<file path="config.mk">
export PLATFORM = sky130hd
export DESIGN_NAME = seg_scan_driver_flat
export DESIGN_NICKNAME = d
export VERILOG_FILES = /design/src/rtl/seg_scan_if.sv /design/src/rtl/seg_scan_driver.sv /design/src/flat_wrapper.sv
export SDC_FILE = /design/constraint.sdc
export NUM_CORES = 1
export LEC_CHECK = 0
export ABC_AREA = 1
export BUFFER_PORTS_ARGS = -buffer_cell sky130_fd_sc_hd__buf_4
export CAP_MARGIN = 10
export CORE_UTILIZATION = 45
export DETAILED_ROUTE_END_ITERATION = 7
export MAX_ROUTING_LAYER = met4
export SLEW_MARGIN = 15
export SYNTH_ARGS = -nofsm -noshare
export SYNTH_HDL_FRONTEND = slang
export SYNTH_SLANG_ARGS = --single-unit
</file>
<file path="constraint.sdc">
create_clock -name clk -period 6.6 [get_ports clk]
set_input_delay 0.33 -clock clk [delete_from_list [all_inputs] [get_ports clk]]
set_output_delay 0.33 -clock clk [all_outputs]
set_load 0.005 [all_outputs]
</file>
<file path="src/rtl/seg_scan_if.sv">
// Bus bundle for the multiplexed seven-segment driver: control and value
// inputs from the host side, busy flag and digit/segment drive back.
interface seg_scan_if #(
  parameter int DIGITS = 8,
  parameter int NUM_W  = 32
);
  logic              enable;
  logic              load;
  logic [NUM_W-1:0]  num;
  logic              dec_mode;
  logic              blank_lz;
  logic [DIGITS-1:0] dp;
  logic [DIGITS-1:0] blink_mask;
  logic              busy;
  logic [7:0]        seg;
  logic [7:0]        seg1;
  logic [DIGITS-1:0] an;

  modport master (
    output enable, load, num, dec_mode, blank_lz, dp, blink_mask,
    input  busy, seg, seg1, an
  );

  modport slave (
    input  enable, load, num, dec_mode, blank_lz, dp, blink_mask,
    output busy, seg, seg1, an
  );
endinterface

</file>
<file path="src/rtl/seg_scan_driver.sv">
// Multiplexed seven-segment display driver. Latches a value on load and
// shows it in hex or in decimal (sequential double-dabble, one bit per
// cycle), with leading-zero blanking, per-digit dp, per-digit blink and an
// overflow dash display. Digits 0-3 drive seg, digits 4-7 drive seg1.
module seg_scan_driver #(
  parameter int DIGITS       = 8,
  parameter int NUM_W        = 32,
  parameter int SCAN_DIV     = 100000,
  parameter int BLINK_FRAMES = 64
) (
  input  logic     clk,
  input  logic     rst,
  seg_scan_if.slave bus
);

  // BCD digits needed for the full NUM_W range (log10(2) < 0.31)
  localparam int BCD_N   = (NUM_W * 31) / 100 + 1;
  localparam int IDX_W   = $clog2(DIGITS);
  localparam int DWELL_W = $clog2(SCAN_DIV);
  localparam int FRAME_W = (BLINK_FRAMES > 1) ? $clog2(BLINK_FRAMES) : 1;
  localparam int CNT_W   = $clog2(NUM_W + 1);

  logic [3:0]         digit_q [DIGITS];
  logic               ovf_q;
  logic               busy_q;
  logic [CNT_W-1:0]   iter_q;
  logic [NUM_W-1:0]   bin_q;
  logic [4*BCD_N-1:0] bcd_q;
  logic [IDX_W-1:0]   idx_q;
  logic [DWELL_W-1:0] dwell_q;
  logic [FRAME_W-1:0] frame_q;
  logic               phase_q;

  logic [4*BCD_N-1:0] bcd_adj, bcd_nxt;
  logic [NUM_W-1:0]   bin_nxt;
  logic               hex_ovf, dec_ovf;
  logic [DIGITS-1:0]  blank_vec;
  logic               seen_nz;
  logic [6:0]         glyph_c;
  logic [7:0]         seg_c;
  logic               dwell_tc, idx_last, frame_last;

  logic [DIGITS-1:0]  an_p1;
  logic [7:0]         seg_p1, seg1_p1;

  function automatic logic [6:0] glyph(input logic [3:0] code);
    case (code)
      4'h0: glyph = 7'h3F;
      4'h1: glyph = 7'h06;
      4'h2: glyph = 7'h5B;
      4'h3: glyph = 7'h4F;
      4'h4: glyph = 7'h66;
      4'h5: glyph = 7'h6D;
      4'h6: glyph = 7'h7D;
      4'h7: glyph = 7'h07;
      4'h8: glyph = 7'h7F;
      4'h9: glyph = 7'h6F;
      4'hA: glyph = 7'h77;
      4'hB: glyph = 7'h7C;
      4'hC: glyph = 7'h39;
      4'hD: glyph = 7'h5E;
      4'hE: glyph = 7'h79;
      default: glyph = 7'h71;
    endcase
  endfunction

  // One double-dabble step: add 3 to nibbles >= 5, then shift the next binary bit in
  always_comb begin
    bcd_adj = bcd_q;
    for (int n = 0; n < BCD_N; n++) begin
      if (bcd_q[4*n +: 4] >= 4'd5) bcd_adj[4*n +: 4] = bcd_q[4*n +: 4] + 4'd3;
    end
    {bcd_nxt, bin_nxt} = {bcd_adj, bin_q} << 1;
  end

  // Overflow flags: hex bits above the display, decimal nibbles above the display
  always_comb begin
    hex_ovf = (bus.num >> (4 * DIGITS)) != '0;
    dec_ovf = 1'b0;
    for (int n = DIGITS; n < BCD_N; n++) begin
      if (bcd_nxt[4*n +: 4] != 4'd0) dec_ovf = 1'b1;
    end
  end

  // Conversion control and display register; a new load always wins
  always_ff @(posedge clk or posedge rst) begin
    if (rst) begin
      busy_q <= 1'b0;
      iter_q <= '0;
      ovf_q  <= 1'b0;
      for (int i = 0; i < DIGITS; i++) digit_q[i] <= 4'd0;
    end else if (bus.load) begin
      if (bus.dec_mode) begin
        busy_q <= 1'b1;
        iter_q <= CNT_W'(NUM_W);
      end else begin
        busy_q <= 1'b0;
        iter_q <= '0;
        ovf_q  <= hex_ovf;
        for (int i = 0; i < DIGITS; i++) digit_q[i] <= bus.num[4*i +: 4];
      end
    end else if (busy_q) begin
      iter_q <= iter_q - CNT_W'(1);
      if (iter_q == CNT_W'(1)) begin
        busy_q <= 1'b0;
        ovf_q  <= dec_ovf;
        for (int i = 0; i < DIGITS; i++) digit_q[i] <= bcd_nxt[4*i +: 4];
      end
    end
  end

  // Double-dabble shift registers; contents only matter while busy
  always_ff @(posedge clk) begin
    if (bus.load) begin
      bin_q <= bus.num;
      bcd_q <= '0;
    end else if (busy_q) begin
      bin_q <= bin_nxt;
      bcd_q <= bcd_nxt;
    end
  end

  assign dwell_tc   = dwell_q == DWELL_W'(SCAN_DIV - 1);
  assign idx_last   = idx_q == IDX_W'(DIGITS - 1);
  assign frame_last = frame_q == FRAME_W'(BLINK_FRAMES - 1);

  // Scan position, frame count and blink phase; all frozen while disabled
  always_ff @(posedge clk or posedge rst) begin
    if (rst) begin
      dwell_q <= '0;
      idx_q   <= '0;
      frame_q <= '0;
      phase_q <= 1'b0;
    end else if (bus.enable) begin
      if (dwell_tc) begin
        dwell_q <= '0;
        if (idx_last) begin
          idx_q <= '0;
          if (frame_last) begin
            frame_q <= '0;
            phase_q <= ~phase_q;
          end else begin
            frame_q <= frame_q + FRAME_W'(1);
          end
        end else begin
          idx_q <= idx_q + IDX_W'(1);
        end
      end else begin
        dwell_q <= dwell_q + DWELL_W'(1);
      end
    end
  end

  // Leading-zero map: a digit is blankable when it and all digits above are zero
  always_comb begin
    seen_nz   = 1'b0;
    blank_vec = '0;
    for (int i = DIGITS - 1; i > 0; i--) begin
      if (digit_q[i] != 4'd0) seen_nz = 1'b1;
      blank_vec[i] = ~seen_nz;
    end
  end

  // Segment pattern of the active digit: ovf dash, blanking, dp, then blink
  always_comb begin
    if (ovf_q)                                glyph_c = 7'h40;
    else if (bus.blank_lz && blank_vec[idx_q]) glyph_c = 7'h00;
    else                                      glyph_c = glyph(digit_q[idx_q]);
    seg_c = {bus.dp[idx_q], glyph_c};
    if (phase_q && bus.blink_mask[idx_q]) seg_c = 8'h00;
  end

  // Registered output stage: digit enable and segment bank select
  always_ff @(posedge clk or posedge rst) begin
    if (rst) begin
      an_p1   <= '0;
      seg_p1  <= 8'h00;
      seg1_p1 <= 8'h00;
    end else if (!bus.enable) begin
      an_p1   <= '0;
      seg_p1  <= 8'h00;
      seg1_p1 <= 8'h00;
    end else begin
      an_p1 <= DIGITS'(1) << idx_q;
      if (int'(idx_q) < 4) begin
        seg_p1  <= seg_c;
        seg1_p1 <= 8'h00;
      end else begin
        seg_p1  <= 8'h00;
        seg1_p1 <= seg_c;
      end
    end
  end

  assign bus.busy = busy_q;
  assign bus.an   = an_p1;
  assign bus.seg  = seg_p1;
  assign bus.seg1 = seg1_p1;

endmodule

</file>
<file path="src/flat_wrapper.sv">
// flat-port wrapper written by rule: the top's interface ports become plain ports
module seg_scan_driver_flat 
#(
  parameter int DIGITS       = 8,
  parameter int NUM_W        = 32,
  parameter int SCAN_DIV     = 100000,
  parameter int BLINK_FRAMES = 64
)
  (clk, rst, bus_enable, bus_load, bus_num, bus_dec_mode, bus_blank_lz, bus_dp, bus_blink_mask, bus_busy, bus_seg, bus_seg1, bus_an);
  seg_scan_if #(.DIGITS(DIGITS), .NUM_W(NUM_W)) bus_i ();
  input  logic clk;
  input  logic rst;
  input wire logic [$bits(bus_i.enable)-1:0] bus_enable;
  input wire logic [$bits(bus_i.load)-1:0] bus_load;
  input wire logic [$bits(bus_i.num)-1:0] bus_num;
  input wire logic [$bits(bus_i.dec_mode)-1:0] bus_dec_mode;
  input wire logic [$bits(bus_i.blank_lz)-1:0] bus_blank_lz;
  input wire logic [$bits(bus_i.dp)-1:0] bus_dp;
  input wire logic [$bits(bus_i.blink_mask)-1:0] bus_blink_mask;
  output wire logic [$bits(bus_i.busy)-1:0] bus_busy;
  output wire logic [$bits(bus_i.seg)-1:0] bus_seg;
  output wire logic [$bits(bus_i.seg1)-1:0] bus_seg1;
  output wire logic [$bits(bus_i.an)-1:0] bus_an;
  assign bus_i.enable = bus_enable;
  assign bus_i.load = bus_load;
  assign bus_i.num = bus_num;
  assign bus_i.dec_mode = bus_dec_mode;
  assign bus_i.blank_lz = bus_blank_lz;
  assign bus_i.dp = bus_dp;
  assign bus_i.blink_mask = bus_blink_mask;
  assign bus_busy = bus_i.busy;
  assign bus_seg = bus_i.seg;
  assign bus_seg1 = bus_i.seg1;
  assign bus_an = bus_i.an;
  seg_scan_driver #(.DIGITS(DIGITS), .NUM_W(NUM_W), .SCAN_DIV(SCAN_DIV), .BLINK_FRAMES(BLINK_FRAMES)) u_core (.clk(clk), .rst(rst), .bus(bus_i));
endmodule
</file>
==> out/results.ini, run 1 <==
[finish]
diodes=0
nets=1190
areaGrowthSynthToFinish_pct=14.8
drive_above_1_share_pct=15.6
final_area_um2=10000

[worst_setup_path]
crit_required_ns=6.90
path_cells=inv_2 -> nand2_1 -> nand3_1 -> nand3_1 -> nand2_1 -> ha_1 -> inv_1 -> o21ai_0 -> nand2_1 -> nand2_1 -> nor2_1
worst_path_max_delay_cell=dfrtp_1
crit_buf_inv=2
crit_family=flip-flops
regToRegSetupSlack_ns=3.81
end_kind=register
cp_max_fo=32
crit_top_cell=nand2_1
cp.arrival_ns=3.09
crit_path_max_incr_delay_ns=0.98
critPathLaunchType=register
critical_path_class=register to register

[pwr]
power.density_nw_per_um2=272
power.total_uw=2720
leakage_uw=0.00465
ir_worst_vdd_uv=172

[synth]
synth_edf_count=32
ys_ff_latch=163
synth_nets=1127
yosysTopAreaCellShare_pct=26.1
ys.flop_type=dfrtp_1
synthTopCellsByArea=dfrtp_1 (26%), nand2_1 (13%), edfxtp_1 (11%)
synth_area_per_cell_um2=8.42
synth_most_common_cell=nand2_1
yosysUniqueCellTypes=42
synth-async-reset-ratio_pct=55.8
synth_area_um2=8730
yosys_warnings=0
yosysSeqAreaShare_pct=46.3
postSynthCellCount=1037
synth_commonest_cells=nand2_1 (309), inv_1 (121), dfrtp_1 (91)
synth_top_cell_by_area=dfrtp_1

[routing]
routed_via_density=5.02
drtAntennaViolNets=0
wl_mm=19.5
drt-initial-drc-count=406
drc=0
wire_per_inst_um=14.2
drt_pass1_iterations=5
vias=6898

[clocking]
cts_tree=built
hold_buffers=0
cts_setup_buffers=0
cts.sinks=163
cts-buffers-inserted=17
cts_resized=0
insertion_delay_ns=0.43
clock_path_buffers=2
clockRootBuffer=clkbuf_16
cts.clk_slew.worst_paths_ns=0.07
ctsHtreeMaxLevel=4

[floorplan]
start_util_pct=46.3
fp-row-count=50
dieArea_um2=20000
core_um2=18800
io_pins=79
die_w_um=141
die_h_um=141

[global_route]
grt-ovfl-total=0
grt_pass1_wl_mm=32.3
grt_max_degree=64
antenna_found_initial=0
grtUsageTotal_pct=21.2
grt_pass1_vias=6426

[sta]
setup_viol=0
relSlewSlack_pct=35.2
tightest_slew_ns=0.973
grt_setup_unrepaired=false
fin_crit_ns=2.79
period_share_pct=42.3
fin_setup_tns_ns=0
drv_slew=0
worst_hold_slack_ns=-0.0150
max_freq_mhz=358
finalClockSkew_ns=0.0104
finalHoldViolCount=9

[run_status]
status=finished with violations
violations=negative hold slack

[place]
port_buffers=78
placed_area_um2=9400
dp_hpwl_mm=13.8
place_congestion=0.832

[worst_hold_path]
hold_path.class=primary input to async pin

[run]
drv_cap=0

==> worst paths after layout <==
| check | start | endpoint | cells after the start |
|---|---|---|---|
| worst max-delay path | u_core.idx_q[0] | u_core.bus.seg[1] | 11 |
| worst min-delay path | rst | u_core.digit_q[11] | 2 |
| worst max register to register | u_core.idx_q[0] | u_core.bus.seg[1] | 11 |
| worst min register to register | u_core.ovf_q | u_core.ovf_q | 2 |
| max in group asynchronous | rst | u_core.bus.seg1[4] | 3 |
| min in group clk | bus_num[0] | u_core.bin_q[0] | 3 |
==> cell type report <==
class,instances,area (um2)
clock buffers,23,489
repair buffers,81,608
fillers,1785,8810
inverters,131,494
multi-input cells,706,3930
well taps,260,325
clock inverters,9,126
flip-flops and latches,163,4040
==> placed cells by master (no fill, tap or decap), drive strengths merged <==
master,synthesis,routed
nand2,318,318
inv,131,130
dfrtp,91,91
buf,24,81
nand3,69,69
nor2,61,61
o21ai,60,60
dfxtp,40,40
ha,36,36
edfxtp,32,32
o221ai,31,31
o22ai,28,28
xor2,26,26
clkbuf,13,23
a21oi,20,20
nand4,14,14
nor3,13,13
or2,9,9
clkinv,0,6
xnor2,6,6
nor4,5,5
a31oi,3,3
bufinv,0,3
and2,1,1
o21bai,1,1
o211ai,1,1
nand3b,1,1
a21boi,1,1
a32o,1,1
a22oi,1,1
clkinvlp,0,1
==> power by group <==
part / switching [uW] / leakage (uW) / internal [uW]
sequential: 83.3 / 0.00181 / 1140
combinational: 285 / 0.00253 / 173
clock: 401 / 0.000302 / 637
total: 769 / 0.00465 / 1950
==> metrics by stage <==
stage	hold WS, ns	utilization, %	instances	worst slack, ns
5_1_grt	0.0317	53.2	1373	3.43
2_1_floorplan	0.449	-	1037	3.91
3_3_place_gp	0.472	49.9	1341	3.86
3_5_place_dp	0.470	49.9	1341	3.80
6_report	-0.0150	53.2	1373	3.81
4_1_cts	0.00812	53.2	1373	3.79
==> cell families (layout without fill, tap and decap cells) <==
kind of cell | Yosys count | in the layout | share of synthesized area (%)
xor+xnor | 32 | 32 | 3.21
compound gates | 147 | 147 | 11.8
buf+inv | 168 | 244 | 8.65
flops | 163 | 163 | 46.3
fa+ha+maj | 36 | 36 | 5.16
simple gates | 491 | 491 | 24.9
==> flip-flops by register name (all words and copies together), names as in the netlist, 3 cells and up <==
signal           count
u_core.bcd_q        40
u_core.idx_q         3
u_core.bus.an        8
u_core.bin_q        32
u_core.dwell_q      17
u_core.frame_q       6
u_core.iter_q        6
u_core.bus.seg       8
u_core.digit_q      32
u_core.bus.seg1      8
==> worst reg2reg max path: cells and delay by family, from the launching register on <==
| family | cells | cell delay [ns] |
|---|---|---|
| flops | 1 | 0.98 |
| simple gates | 7 | 0.76 |
| buf+inv | 2 | 0.47 |
| fa+ha+maj | 1 | 0.31 |
| compound gates | 1 | 0.15 |
==> routing by layer <==
metal  part of all wire [%]  track usage (%)  up-vias  routed length [um]
met5                      0                -        -                   0
met4                   0.87             5.66        0                 170
met3                    3.8             4.18       13                 741
met2                     46             33.1      129                9020
met1                     49             28.3     3216                9570
li1                       -                -     3540                   -
No activity file was read; power rests on OpenSTA's default activity.
==> inputs of run 2 (changes only) <==
--- a/config.mk
+++ b/config.mk
@@ -11,6 +11,7 @@
 export CORE_UTILIZATION = 45
 export DETAILED_ROUTE_END_ITERATION = 7
 export MAX_ROUTING_LAYER = met4
+export PLACE_DENSITY = 0.66
 export SLEW_MARGIN = 15
 export SYNTH_ARGS = -nofsm -noshare
 export SYNTH_HDL_FRONTEND = slang
==> constraint.sdc (replaced) <==
create_clock -name clk -period 2.4 [get_ports clk]
set_input_delay 0.12 -clock clk [delete_from_list [all_inputs] [get_ports clk]]
set_output_delay 0.12 -clock clk [all_outputs]
set_load 0.005 [all_outputs]
==> run 2 against run 1 <==
Against the previous run:
- the flow now finishes without violations
- worst setup slack worse by 3.4 ns
- clock power grew to 2.8 times the previous value
- wire length decreased by 0.11%
- die area is the same
- cell area rose by 2.2%
- via count rose by 1.1%
- power rose to 2.8 times the previous value
- global-route usage grew 0.47 points
- worst hold slack gained 0.029 ns
- clock-buffer cell count shrank 3
- sequential power rose to 2.7 times the previous value
- non-clock buffer count rose by 17
- critical endpoint is now u_core.bus.seg1[0]
- largest power group unchanged
- highest routed layer unchanged
==> out/results.ini, run 2 (same netlist as run 1, synthesis figures left out) <==
[worst_setup_path]
regToRegStartpoint=u_core.idx_q[0]
crit_path_max_incr_delay_ns=0.40  ; -0.58 ns
cp_max_fo=25  ; -22%
regToRegSetupSlack_ns=0.45  ; -3.35 ns
crit_family=simple AND/OR/NAND/NOR gates
critPathLaunch=u_core.idx_q[0]
cp.arrival_ns=2.29  ; -0.80 ns
critPathLaunchType=register
end_kind=register
worst_path_max_delay_cell=dfrtp_1
path_cells=inv_2 -> nand2_1 -> nand3_1 -> nand3_1 -> nand2_2 -> inv_1 -> ha_1 -> inv_1 -> nand2_1 -> nand3_1 -> nand2_1 -> nor3_1
crit_buf_inv=3  ; +1
crit_required_ns=2.74  ; -4.16 ns
critical_path_class=register to register

[sta]
worst_hold_slack_ns=0.0145  ; +0.0294 ns
fin_setup_tns_ns=0  ; unchanged
finalClockSkew_ns=0.0100  ; -0.000355 ns
relSlewSlack_pct=59.2  ; +24 points
drv_slew=0  ; unchanged
grt_setup_unrepaired=false
fin_crit_ns=1.95  ; -0.846 ns
setup_viol=0  ; unchanged
tightest_slew_ns=0.611  ; -0.361 ns
finalHoldViolCount=0  ; -9
max_freq_mhz=514  ; +43%
period_share_pct=81.1  ; +39 points

[finish]
seq_area_um2=4040  ; unchanged
largest_registers=u_core.bcd_q (40), u_core.bin_q (32), u_core.digit_q (32)
diodes=0  ; unchanged
final_area_um2=10200  ; +2.2%
fillers=1694  ; -5.1%
largest_reg_flops=40  ; unchanged
drive_above_1_share_pct=16.7  ; +1.1 points
largest_register=u_core.bcd_q
fin_cells=1390  ; +1.2%
multiInputGateArea_um2=3930  ; unchanged
nets=1207  ; +1.4%
final_cell_mix=nand2_1 (309), inv_1 (119), dfrtp_1 (91)
final_common_cell=nand2_1
final_util_pct=54.4  ; +1.2 points
areaGrowthSynthToFinish_pct=17.3

[clocking]
insertion_delay_ns=0.43  ; about the same
cts-buffers-inserted=17  ; unchanged
clockRootBuffer=clkbuf_16
cts.sinks=163  ; unchanged
ctsHtreeMaxLevel=4  ; unchanged
clock_path_buffers=2  ; unchanged
cts_tree=built
cts.clk_slew.worst_paths_ns=0.07  ; about the same
cts_setup_buffers=0  ; unchanged

[floorplan]
die_h_um=141  ; unchanged
start_util_pct=46.3  ; unchanged
die_w_um=141  ; unchanged
dieArea_um2=20000  ; unchanged
fp-row-count=50  ; unchanged
io_pins=79  ; unchanged
core_um2=18800  ; unchanged

[global_route]
antenna_found_initial=0  ; unchanged
grtUsageTotal_pct=21.7  ; +0.47 points
grt_max_degree=50  ; -22%
grt_pass1_wl_mm=33.1  ; +2.7%
grt_pass1_vias=6854  ; +6.7%
grt-ovfl-total=0  ; unchanged

[routing]
wl_mm=19.5  ; -0.11%
drc=0  ; unchanged
drt-initial-drc-count=370  ; -8.9%
routed_via_density=5.02  ; about the same
wire_per_inst_um=14.0  ; -1.3%
vias=6977  ; +1.1%
drt_pass1_iterations=5  ; unchanged
drtAntennaViolNets=0  ; unchanged

[place]
dp_hpwl_mm=14.0  ; +1.8%
port_buffers=78  ; unchanged
place_congestion=0.851  ; +2.3%
placed_area_um2=9570  ; +1.8%
dp.cells=1355  ; +1.0%

[run_status]
status=finished, final reports clean

[run]
drv_cap=0  ; unchanged

[worst_hold_path]
hold_path.class=primary input to register
hp-start=bus_num[0]

[pwr]
power.density_nw_per_um2=744  ; +170%
ir_worst_vdd_uv=485  ; +180%
leakage_uw=0.00476  ; +2.3%

run 2: layer usage:
metal  share of wire, %  GRT usage (%)  wire length [um]
met1                 49           28.7              9450
met2                 45           34.0              8860
met3                4.7           4.25               912
met4                1.3           6.01               256
met5                  0              -                 0
run 2: area by class of cell:
| class | instances | share of cell area, % |
|---|---|---|
| Inverter | 131 | 4.84 |
| Clock buffer | 20 | 4.47 |
| Timing Repair Buffer | 98 | 7.87 |
| Tap cell | 260 | 3.18 |
| Sequential cell | 163 | 39.5 |
| Multi-Input combinational cell | 706 | 38.4 |
| Clock inverter | 12 | 1.74 |
run 2: repair_timing:
action / CTS / global route
hold buffers: 3 / 0
gates resized for setup: 0 / 0
endpoints found under the hold margin: 44 / 0
endpoints found under the setup margin: 0 / 0
run 2: tightest hold or removal path: stages:
cell and delay [ns]:
buf_4 0.08, nand2_1 0.08, inv_1 0.06
run 2: worst paths after layout:
path	endpoint	depth (start not counted)
min reg2reg	u_core.ovf_q	2
max	u_core.bus.seg1[0]	12
min	u_core.bin_q[0]	3
max reg2reg	u_core.bus.seg1[0]	12
min in group asynchronous	u_core.digit_q[24]	3
max in group asynchronous	u_core.dwell_q[3]	4
run 2: report_power, final:
part | switching, uW | total (uW) | leakage, uW | internal, uW
clock | 1130 | 2940 | 0.000309 | 1810
combinational | 788 | 1300 | 0.00263 | 513
sequential | 234 | 3380 | 0.00181 | 3140
run 2: through the flow:
step | total power [uW] | setup slack (ns)
floorplan | 4320 | 0.634
global route | 7990 | 0.195
global placement | 4710 | 0.473
CTS | 7650 | 0.439
finish | 7610 | 0.453
detailed placement | 4720 | 0.456
==> inputs of run 3 (changes only) <==
--- a/config.mk
+++ b/config.mk
@@ -11,7 +11,6 @@
 export CORE_UTILIZATION = 45
 export DETAILED_ROUTE_END_ITERATION = 7
 export MAX_ROUTING_LAYER = met4
-export PLACE_DENSITY = 0.66
 export SLEW_MARGIN = 15
 export SYNTH_ARGS = -nofsm -noshare
 export SYNTH_HDL_FRONTEND = slang
==> constraint.sdc (replaced) <==
create_clock -name clk -period 1.85 [get_ports clk]
set_input_delay 0.0925 -clock clk [delete_from_list [all_inputs] [get_ports clk]]
set_output_delay 0.0925 -clock clk [all_outputs]
set_load 0.005 [all_outputs]
==> run 3 against run 2 <==
Against the previous run:
- non-clock buffer count is 35 higher
- core utilization is 2.4 points higher
- critical path depth is 1 higher
- wire length is 6.1% higher
- power is 27% higher
- via count is 2.9% higher
- global-route usage is 0.48 points higher
- register-to-register slack worse by 0.38 ns
- fmax is 9.3% higher
- sequential power is 30% higher
- combinational power is 46% higher
- largest cell class is now multi-input gates
==> out/results.ini, run 3 (same netlist as run 1, synthesis figures left out) <==
[global_route]
grt_pass1_vias=6818  ; -0.53%
grt_max_degree=92  ; +84%
antenna_found_initial=0  ; unchanged
grt_pass1_wl_mm=33.9  ; +2.5%
grt-ovfl-total=0  ; unchanged
grtUsageTotal_pct=22.2  ; +0.48 points

[sta]
setup_viol=0  ; unchanged
tightest_slew_ns=0.497  ; -0.114 ns
fin_crit_ns=1.78  ; -0.166 ns
fin_setup_tns_ns=0  ; unchanged
max_freq_mhz=562  ; +9.3%
drv_slew=0  ; unchanged
worst_hold_slack_ns=0.00209  ; -0.0124 ns
finalHoldViolCount=0  ; unchanged
relSlewSlack_pct=66.6  ; +7.3 points
period_share_pct=96.2  ; +15 points
finalClockSkew_ns=0.0114  ; +0.00134 ns
grt_setup_unrepaired=true

[clocking]
cts_tree=built
clockRootBuffer=clkbuf_16
clock_path_buffers=2  ; unchanged
cts.sinks=163  ; unchanged
ctsHtreeMaxLevel=4  ; unchanged
insertion_delay_ns=0.43  ; about the same
cts.clk_slew.worst_paths_ns=0.07  ; about the same
cts-buffers-inserted=17  ; unchanged

[finish]
final_common_cell=nand2_1
largest_registers=u_core.bcd_q (40), u_core.bin_q (32), u_core.digit_q (32)
fin_cells=1425  ; +2.5%
final_area_um2=10700  ; +4.4%
largest_reg_flops=40  ; unchanged
drive_above_1_share_pct=20.9  ; +4.1 points
nets=1242  ; +2.9%
areaGrowthSynthToFinish_pct=22.5
largest_register=u_core.bcd_q
diodes=0  ; unchanged
final_cell_mix=nand2_1 (302), inv_1 (114), buf_4 (103)

[place]
port_buffers=78  ; unchanged
place_congestion=0.878  ; +3.1%
dp_hpwl_mm=14.3  ; +1.8%
dp.cells=1369  ; +1.0%
placed_area_um2=9670  ; +1.1%

[worst_setup_path]
path_cells=buf_6 -> nor2_4 -> nor2_2 -> nand2_1 -> nand3_2 -> nand2_4 -> inv_4 -> ha_4 -> nand3_4 -> nand3_2 -> nand3_2 -> nand2_2 -> nor2_1
crit_family=simple AND/OR/NAND/NOR gates
regToRegStartpoint=u_core.idx_q[0]
cp_max_fo=7  ; -72%
crit_top_cell=nand3_2
crit_path_max_incr_delay_ns=0.47  ; +0.07 ns
cp.arrival_ns=2.13  ; -0.16 ns
crit_required_ns=2.20  ; -0.54 ns
critPathLaunchType=register
worst_path_max_delay_cell=dfrtp_2
crit_buf_inv=2  ; -1
critical_path_class=register to register
critPathLaunch=u_core.idx_q[0]
end_kind=register

[routing]
drt-initial-drc-count=367  ; -0.81%
maxUsedRoutingLayer=met4
drtAntennaViolNets=0  ; unchanged
routed-wl-met3_um=620  ; -32%
wl_met2_mm=9.86  ; +11%
vias=7179  ; +2.9%
wl_mm=20.7  ; +6.1%
drt-met1-wl_mm=10.0  ; +6.2%
wire_per_inst_um=14.5  ; +3.5%
drt_pass1_iterations=5  ; unchanged
routed_via_density=5.04  ; +0.37%
drc=0  ; unchanged

[pwr]
ir_worst_vdd_uv=654  ; +35%
power.density_nw_per_um2=903  ; +21%
leakage_uw=0.00490  ; +3.0%

[worst_hold_path]
hold_path.class=primary input to register
hp-start=bus_num[4]

[floorplan]
start_util_pct=46.3  ; unchanged
fp-row-count=50  ; unchanged
die_w_um=141  ; unchanged
die_h_um=141  ; unchanged
io_pins=79  ; unchanged
core_um2=18800  ; unchanged
dieArea_um2=20000  ; unchanged

[run_status]
status=finished, final reports clean

[run]
drv_cap=0  ; unchanged

[run 3: worst min-delay path, cell delays in order]
cell	delay (ns)
buf_4	0.08
nand2_1	0.09
nand2_1	0.08
[run 3: path summary, 6_finish.rpt]
check	to	slack (ns)	cells past startpoint
worst max-delay path	u_core.bus.seg1[6]	0.07	13
min in group asynchronous	u_core.bus.seg1[1]	0.36	4
worst max register to register	u_core.bus.seg1[6]	0.07	13
worst min-delay path	u_core.bin_q[4]	0.002	3
worst min register to register	u_core.ovf_q	0.48	2
max in group asynchronous	u_core.idx_q[0]	1.09	4
[run 3: area by class of cell]
type | count | area [um2]
Fill cell | 1721 | 8140
Multi-Input combinational cell | 706 | 4110
Sequential cell | 163 | 4040
Timing Repair Buffer | 133 | 1150
Inverter | 131 | 505
Clock buffer | 17 | 425
Tap cell | 260 | 325
Clock inverter | 15 | 134
[run 3: metal layers]
metal | up-vias | global-route usage (%)
li1 | 3643 | -
met1 | 3398 | 29.6
met2 | 127 | 34.8
met3 | 11 | 4.72
met4 | 0 | 4.63
met5 | - | -
[run 3: per-stage QoR]
step	util [%]	worst slack, ns	power [uW]
finish	56.8	0.0696	9650
global route	56.8	-0.0747	10100
CTS	55.4	0.00616	9580
detailed placement	51.4	-0.0297	6160
global placement	51.4	0.0510	6140
floorplan	-	0.0837	5600
[run 3: what timing repair did]
| action | 4_1_cts | 5_1_grt |
|---|---|---|
| setup endpoints to repair | 10 | 56 |
| pin swaps | 1 | 17 |
| buffers inserted | 1 | 3 |
| cloned | 0 | 1 |
| gates resized for setup | 3 | 51 |
| hold endpoints to repair | 109 | 0 |
| hold buffers | 19 | 0 |
[run 3: power breakdown]
group          total (uW)  leakage, uW  internal (uW)  switching, uW
Sequential           4380      0.00181           4080            300
Combinational        1900      0.00282            770           1130
Clock                3370     0.000261           1860           1520
